[src/rtl/state_estimator_mac.sv]
// Sequential state estimator built around one signed MAC: predict (A*x + B*u),
// innovation (y - C*x_pred) and correction (x_pred + K*innov), one product per enabled cycle.
module state_estimator_mac #(
  parameter int WIDTH = 16,
  parameter int FRAC  = 8,
  parameter int NOS   = 4,
  parameter int NOO   = 2,
  parameter int NOI   = 2
) (
  input  logic                    clk,
  input  logic                    reset,
  input  logic                    clk_en,
  input  logic                    start,
  input  logic [1:0]              mode,
  input  logic                    load_x0,
  input  logic signed [WIDTH-1:0] A [NOS][NOS],
  input  logic signed [WIDTH-1:0] B [NOS][NOI],
  input  logic signed [WIDTH-1:0] C [NOO][NOS],
  input  logic signed [WIDTH-1:0] K [NOS][NOO],
  input  logic signed [WIDTH-1:0] U [NOI],
  input  logic signed [WIDTH-1:0] Y [NOO],
  input  logic signed [WIDTH-1:0] X_0 [NOS],
  output logic                    busy,
  output logic                    done,
  output logic signed [WIDTH-1:0] x_pred [NOS],
  output logic signed [WIDTH-1:0] x_upd [NOS],
  output logic signed [WIDTH-1:0] innov [NOO],
  output logic                    sat_flag
);

  localparam int PW    = 2 * WIDTH;
  localparam int ACC_W = 2 * WIDTH + 4;
  localparam int MAXD  = (NOS + NOI > NOO) ? NOS + NOI : NOO;
  localparam int CW    = $clog2(MAXD + 1);

  localparam logic signed [ACC_W-1:0] SAT_MAX = {{(ACC_W-WIDTH+1){1'b0}}, {(WIDTH-1){1'b1}}};
  localparam logic signed [ACC_W-1:0] SAT_MIN = {{(ACC_W-WIDTH+1){1'b1}}, {(WIDTH-1){1'b0}}};

  typedef enum logic [2:0] {IDLE, PRED, INNOV, CORR, DONE} state_t;

  state_t                   state;
  state_t                   nxt_state;
  logic [1:0]               mode_q;
  logic [CW-1:0]            row;
  logic [CW-1:0]            col;
  logic signed [ACC_W-1:0]  acc;
  logic signed [WIDTH-1:0]  u_cap [NOI];
  logic signed [WIDTH-1:0]  y_cap [NOO];

  logic signed [WIDTH-1:0]  mul_a;
  logic signed [WIDTH-1:0]  mul_b;
  logic signed [WIDTH-1:0]  add_term;
  logic signed [PW-1:0]     prod;
  logic signed [ACC_W-1:0]  sum;
  logic signed [ACC_W-1:0]  add_ext;
  logic signed [ACC_W-1:0]  full;
  logic signed [WIDTH-1:0]  res_word;
  logic                     res_ovf;
  logic                     last_col;
  logic                     last_row;

  function automatic logic signed [ACC_W-1:0] shift_frac(input logic signed [ACC_W-1:0] v);
    return v >>> FRAC;
  endfunction

  function automatic logic sat_ovf(input logic signed [ACC_W-1:0] v);
    return (v > SAT_MAX) || (v < SAT_MIN);
  endfunction

  function automatic logic signed [WIDTH-1:0] sat_word(input logic signed [ACC_W-1:0] v);
    if (v > SAT_MAX)
      return SAT_MAX[WIDTH-1:0];
    else if (v < SAT_MIN)
      return SAT_MIN[WIDTH-1:0];
    else
      return v[WIDTH-1:0];
  endfunction

  // Operand steering: (row, col) walks the active matrix row-major
  always_comb begin
    mul_a     = '0;
    mul_b     = '0;
    add_term  = '0;
    last_col  = 1'b0;
    last_row  = 1'b0;
    nxt_state = state;
    case (state)
      PRED: begin
        for (int i = 0; i < NOS; i++) begin
          for (int j = 0; j < NOS; j++) begin
            if (row == CW'(i) && col == CW'(j)) begin
              mul_a = A[i][j];
              mul_b = x_upd[j];
            end
          end
          for (int k = 0; k < NOI; k++) begin
            if (row == CW'(i) && col == CW'(NOS + k)) begin
              mul_a = B[i][k];
              mul_b = u_cap[k];
            end
          end
        end
        last_col  = (col == CW'(NOS + NOI - 1));
        last_row  = (row == CW'(NOS - 1));
        nxt_state = (mode_q == 2'b10) ? INNOV : DONE;
      end
      INNOV: begin
        for (int r = 0; r < NOO; r++) begin
          if (row == CW'(r)) begin
            add_term = y_cap[r];
            for (int j = 0; j < NOS; j++) begin
              if (col == CW'(j)) begin
                mul_a = C[r][j];
                mul_b = x_pred[j];
              end
            end
          end
        end
        last_col  = (col == CW'(NOS - 1));
        last_row  = (row == CW'(NOO - 1));
        nxt_state = CORR;
      end
      CORR: begin
        for (int i = 0; i < NOS; i++) begin
          if (row == CW'(i)) begin
            add_term = x_pred[i];
            for (int r = 0; r < NOO; r++) begin
              if (col == CW'(r)) begin
                mul_a = K[i][r];
                mul_b = innov[r];
              end
            end
          end
        end
        last_col  = (col == CW'(NOO - 1));
        last_row  = (row == CW'(NOS - 1));
        nxt_state = DONE;
      end
      default: ;
    endcase

    prod    = PW'(mul_a) * PW'(mul_b);
    sum     = acc + ACC_W'(prod);
    add_ext = ACC_W'(add_term) <<< FRAC;
    // The additive term joins at full precision; innovation subtracts the dot product
    full    = (state == INNOV) ? (add_ext - sum) : (add_ext + sum);
  end

  assign res_word = sat_word(shift_frac(full));
  assign res_ovf  = sat_ovf(shift_frac(full));

  always_ff @(posedge clk or negedge reset) begin
    if (!reset) begin
      state    <= IDLE;
      busy     <= 1'b0;
      done     <= 1'b0;
      sat_flag <= 1'b0;
      mode_q   <= '0;
      row      <= '0;
      col      <= '0;
      acc      <= '0;
      for (int i = 0; i < NOS; i++) begin
        x_pred[i] <= '0;
        x_upd[i]  <= '0;
      end
      for (int r = 0; r < NOO; r++) begin
        innov[r] <= '0;
        y_cap[r] <= '0;
      end
      for (int k = 0; k < NOI; k++) u_cap[k] <= '0;
    end else if (clk_en) begin
      case (state)
        IDLE: begin
          if (start && mode != 2'b11) begin
            for (int k = 0; k < NOI; k++) u_cap[k] <= U[k];
            for (int r = 0; r < NOO; r++) y_cap[r] <= Y[r];
            mode_q   <= mode;
            sat_flag <= 1'b0;
            busy     <= 1'b1;
            row      <= '0;
            col      <= '0;
            acc      <= '0;
            state    <= (mode == 2'b01) ? INNOV : PRED;
          end else if (load_x0) begin
            for (int i = 0; i < NOS; i++) begin
              x_pred[i] <= X_0[i];
              x_upd[i]  <= X_0[i];
            end
          end
        end
        PRED, INNOV, CORR: begin
          if (last_col) begin
            acc <= '0;
            col <= '0;
            if (res_ovf) sat_flag <= 1'b1;
            for (int i = 0; i < NOS; i++) begin
              if (row == CW'(i) && state == PRED) x_pred[i] <= res_word;
              if (row == CW'(i) && state == CORR) x_upd[i]  <= res_word;
            end
            for (int r = 0; r < NOO; r++) begin
              if (row == CW'(r) && state == INNOV) innov[r] <= res_word;
            end
            if (last_row) begin
              row   <= '0;
              state <= nxt_state;
              done  <= (nxt_state == DONE);
            end else begin
              row <= row + 1'b1;
            end
          end else begin
            acc <= sum;
            col <= col + 1'b1;
          end
        end
        DONE: begin
          state <= IDLE;
          busy  <= 1'b0;
          done  <= 1'b0;
        end
        default: state <= IDLE;
      endcase
    end
  end

endmodule

[config.mk]
export PLATFORM = sky130hd
export DESIGN_NAME = state_estimator_mac
export DESIGN_NICKNAME = d
export VERILOG_FILES = /design/src/rtl/state_estimator_mac.sv
export SDC_FILE = /design/constraint.sdc
export NUM_CORES = 2
export LEC_CHECK = 0
export BUFFER_PORTS_ARGS = -buffer_cell sky130_fd_sc_hd__buf_4
export CORE_AREA = 8 8 363 365
export DETAILED_ROUTE_END_ITERATION = 10
export DIE_AREA = 0 0 371 373
export PLACE_DENSITY = 0.58
export SETUP_SLACK_MARGIN = 0.3
export SLEW_MARGIN = 10
export SYNTH_ARGS = -nofsm -noshare
export SYNTH_HDL_FRONTEND = slang
export SYNTH_SLANG_ARGS = --single-unit
[constraint.sdc]
create_clock -name clk -period 13.1 [get_ports clk]
set_input_delay 1.31 -clock clk [delete_from_list [all_inputs] [get_ports clk]]
set_output_delay 1.31 -clock clk [all_outputs]
set_load 0.005 [all_outputs]
==> flow_metrics.env <==
export IMPL_clk_path_buf_depth=3
export IMPL_final_area_sq_um=51300
export IMPL_grt_antenna_before_repair=40
export IMPL_synth_seq_area_share_pct=18.4
export IMPL_slew_headroom_pct=18.6
export IMPL_dpl_instance_area_sq_um=48800
export IMPL_drc=0
export IMPL_cts_root_buffer="clkbuf_16"
export IMPL_holdBufCountCts=0
export IMPL_io_buffers=937
export IMPL_async_flop_share_pct=100
export IMPL_worst_path_buf_inv=14
export IMPL_ant_nets=0
export IMPL_syn2layout_area_growth_pct=37.3
export IMPL_grt_usage_pct=36.1
export IMPL_yosysTopAreaCell="dfrtp_1"
export IMPL_routed_via_density=6.09
export IMPL_post_synth_top_area_fraction_pct=18.4
export IMPL_cts_num_sinks=274
export IMPL_fin_crit_sh_pct=95.6
export IMPL_synthTopCellsByArea="dfrtp_1 (18%), fa_1 (17%), nor2_1 (5.9%)"
export IMPL_start_kind="register"
export IMPL_die_h_um=373
export IMPL_hold_class="register to register"
export IMPL_final_util_pct=40.6
export IMPL_ys_warn_count=0
export IMPL_nets=7080
export IMPL_yosys_cell_types_count=109
export IMPL_worstHoldStart="acc[27]"
export IMPL_core_area_sq_um=126000
export IMPL_tightest_slew_ns=1.21
export IMPL_grt_pass1_wl_um=358000
export IMPL_synth_seq_cells=274
export IMPL_grt_max_degree=158
export IMPL_cts_reportedPaths_clkPinSlew_ns=0.06
export IMPL_crit_arrival_ns=12.95
export IMPL_tritoncts="done"
export IMPL_grt_overflow=0
export IMPL_drt_wirelength_per_cell_um=35.1
export IMPL_clock_latency_ns=0.60
export IMPL_pre_cts_slack_ns=-0.207
export IMPL_start_util_pct=29.6
export IMPL_rr_startpoint="col[0]"
export IMPL_final_setup_worst_slack_ns=0.576
export IMPL_crit_start="col[0]"
export IMPL_syn_inst=4721
export IMPL_synth_avg_cell_area_sq_um=7.91
export IMPL_h_tree_depth=2
export IMPL_cpPeakStageDelay_ns=0.55
export IMPL_ioPinCount=938
export IMPL_gp_congestion=1.06
export IMPL_endpoint_kind="register"
export IMPL_holdWs_ns=0.488
export IMPL_ys_flop_type="dfrtp_1"
export IMPL_max_cap_viol_count=0
export IMPL_grt_pass1_vias=44300
export IMPL_syn_area_sq_um=37400
export IMPL_fin_skew_ns=0.0621
export IMPL_min_period_ns=12.52
export IMPL_core_rowCount=131
export IMPL_critPathMaxFanout=33
export IMPL_layout_drive_gt1_share_pct=30.7
export IMPL_critical_path_top_delay_family="compound AO/OA/AOI/OAI gates"
export IMPL_hpwlAfterDp_um=218000
export IMPL_synth_net_count=5982
export IMPL_die_w_um=371
export IMPL_firstDrtPassIters=6
export IMPL_path_common_cell="inv_1"
export IMPL_worstPathRequired_ns=13.53
export IMPL_fmax_mhz=79.8
export IMPL_cts_buffers=34
export IMPL_wirelength_um=264000
export IMPL_die_area_sq_um=138000
export IMPL_hold_violations=0
export IMPL_slew_violations=0
export IMPL_rsz0062_at_grt="false"
export IMPL_first_iter_violations=6529
export IMPL_status="complete, no violations"
export IMPL_finalSetupViolCount=0
export IMPL_vias=45900
export IMPL_critPathSlowestCell="fa_1"
export IMPL_synth_edf_count=0
export IMPL_crit_type="register to register"
[cells in the mapped netlist, types with 78 or more instances]
| cell type | count |
|---|---|
| clkbuf_1 | 273 |
| ha_1 | 170 |
| nand2_1 | 476 |
| mux2_2 | 84 |
| a22o_1 | 78 |
| nor3_1 | 109 |
| nor2_1 | 591 |
| a31oi_1 | 81 |
| nand3_1 | 79 |
| a221oi_1 | 115 |
| inv_1 | 388 |
| a21oi_1 | 350 |
| o21ai_0 | 255 |
| fa_1 | 316 |
| dfrtp_1 | 274 |
[through the flow]
stage | TNS (ns) | cells
after floorplan | 0 | 4721
after global placement | -108.95 | 7394
after detailed placement | -17.00 | 7395
after CTS | 0 | 7461
after global routing | 0 | 7523
final | 0 | 7532
[kinds of logic after synthesis]
family,synth area share [%]
buffers and inverters,7.67
flip-flops,18.4
multiplexers,3.07
adder cells (fa/ha/maj),22.6
AND/OR/NAND/NOR,18.9
XOR/XNOR,1.49
AO/OA/AOI/OAI,27.9
[cell usage in the layout, fill, tap and decap left out, types with 32 or more instances in the layout]
master and n:
or3_1 32, a31oi_1 72, nand3_1 76, o221ai_1 38
inv_1 383, a22oi_1 61, mux2_2 84, xnor2_1 48
buf_4 1363, a21oi_1 333, ha_1 160, clkbuf_16 36
a211oi_1 55, o21ai_0 231, nand2_1 468, fa_1 316
nor2_1 571, nand2b_1 64, o211ai_1 57, a22o_1 78
o22ai_1 45, o22a_1 46, a221oi_1 110, nor3_1 103
dfrtp_1 271
[sequential cells by signal, indices dropped and copies added (netlist names)]
register  flops
innov        32
busy          1
col           3
y_cap        32
x_pred       64
acc          36
state         3
done          1
x_upd        64
u_cap        32
sat_flag      1
row           3
mode_q        2
[path summary, 6_finish.rpt]
kind	end	slack [ns]	cells past startpoint
setup / recovery	innov[23]	0.58	53
hold / removal	acc[27]	0.49	2
setup reg to reg	innov[23]	0.58	53
hold reg to reg	acc[27]	0.49	2
max in group asynchronous	col[2]	10.76	2
min in group asynchronous	x_upd[35]	0.79	1
[routing by layer]
metal	track usage, %	vias up	wire length [um]	share of wire (%)
li1	-	19100	-	-
met1	47.2	22800	103000	39
met2	52.9	3236	111000	42
met3	10.9	718	31300	12
met4	19.6	14	18300	6.9
met5	0	-	82	0.031
[worst register-to-register path, delay by kind of cell, from the launching register on]
kind                       cells  cell delay, ns
adders and majority gates      9            3.56
xor gates and xnor gates       1            0.12
muxes                          2            0.47
and+or+nand+nor                8            1.23
DFF                            1            0.44
buffers and inverters         14            2.00
AOI/OAI and AO/OA             19            4.56
[repair_timing]
action                                  in CTS  in global routing
pin swaps                                    1                 33
resized for setup                           27                168
buffers inserted                             5                 40
endpoints found under the setup margin     151                159
cloned                                       0                  5
[layout make-up]
type | count | area, sq um
diodes | 26 | 65.1
clock buffers | 43 | 915
clock inverters | 18 | 251
fillers | 13200 | 75100
inverters | 388 | 1470
multi-input cells | 3705 | 28600
flip-flops and latches | 274 | 6860
well taps | 1662 | 2080
repair buffers | 1416 | 11100
Power is left out: the tool's default activity adds up to more than one toggle a clock period on the data nets, which glitch-free logic cannot reach.
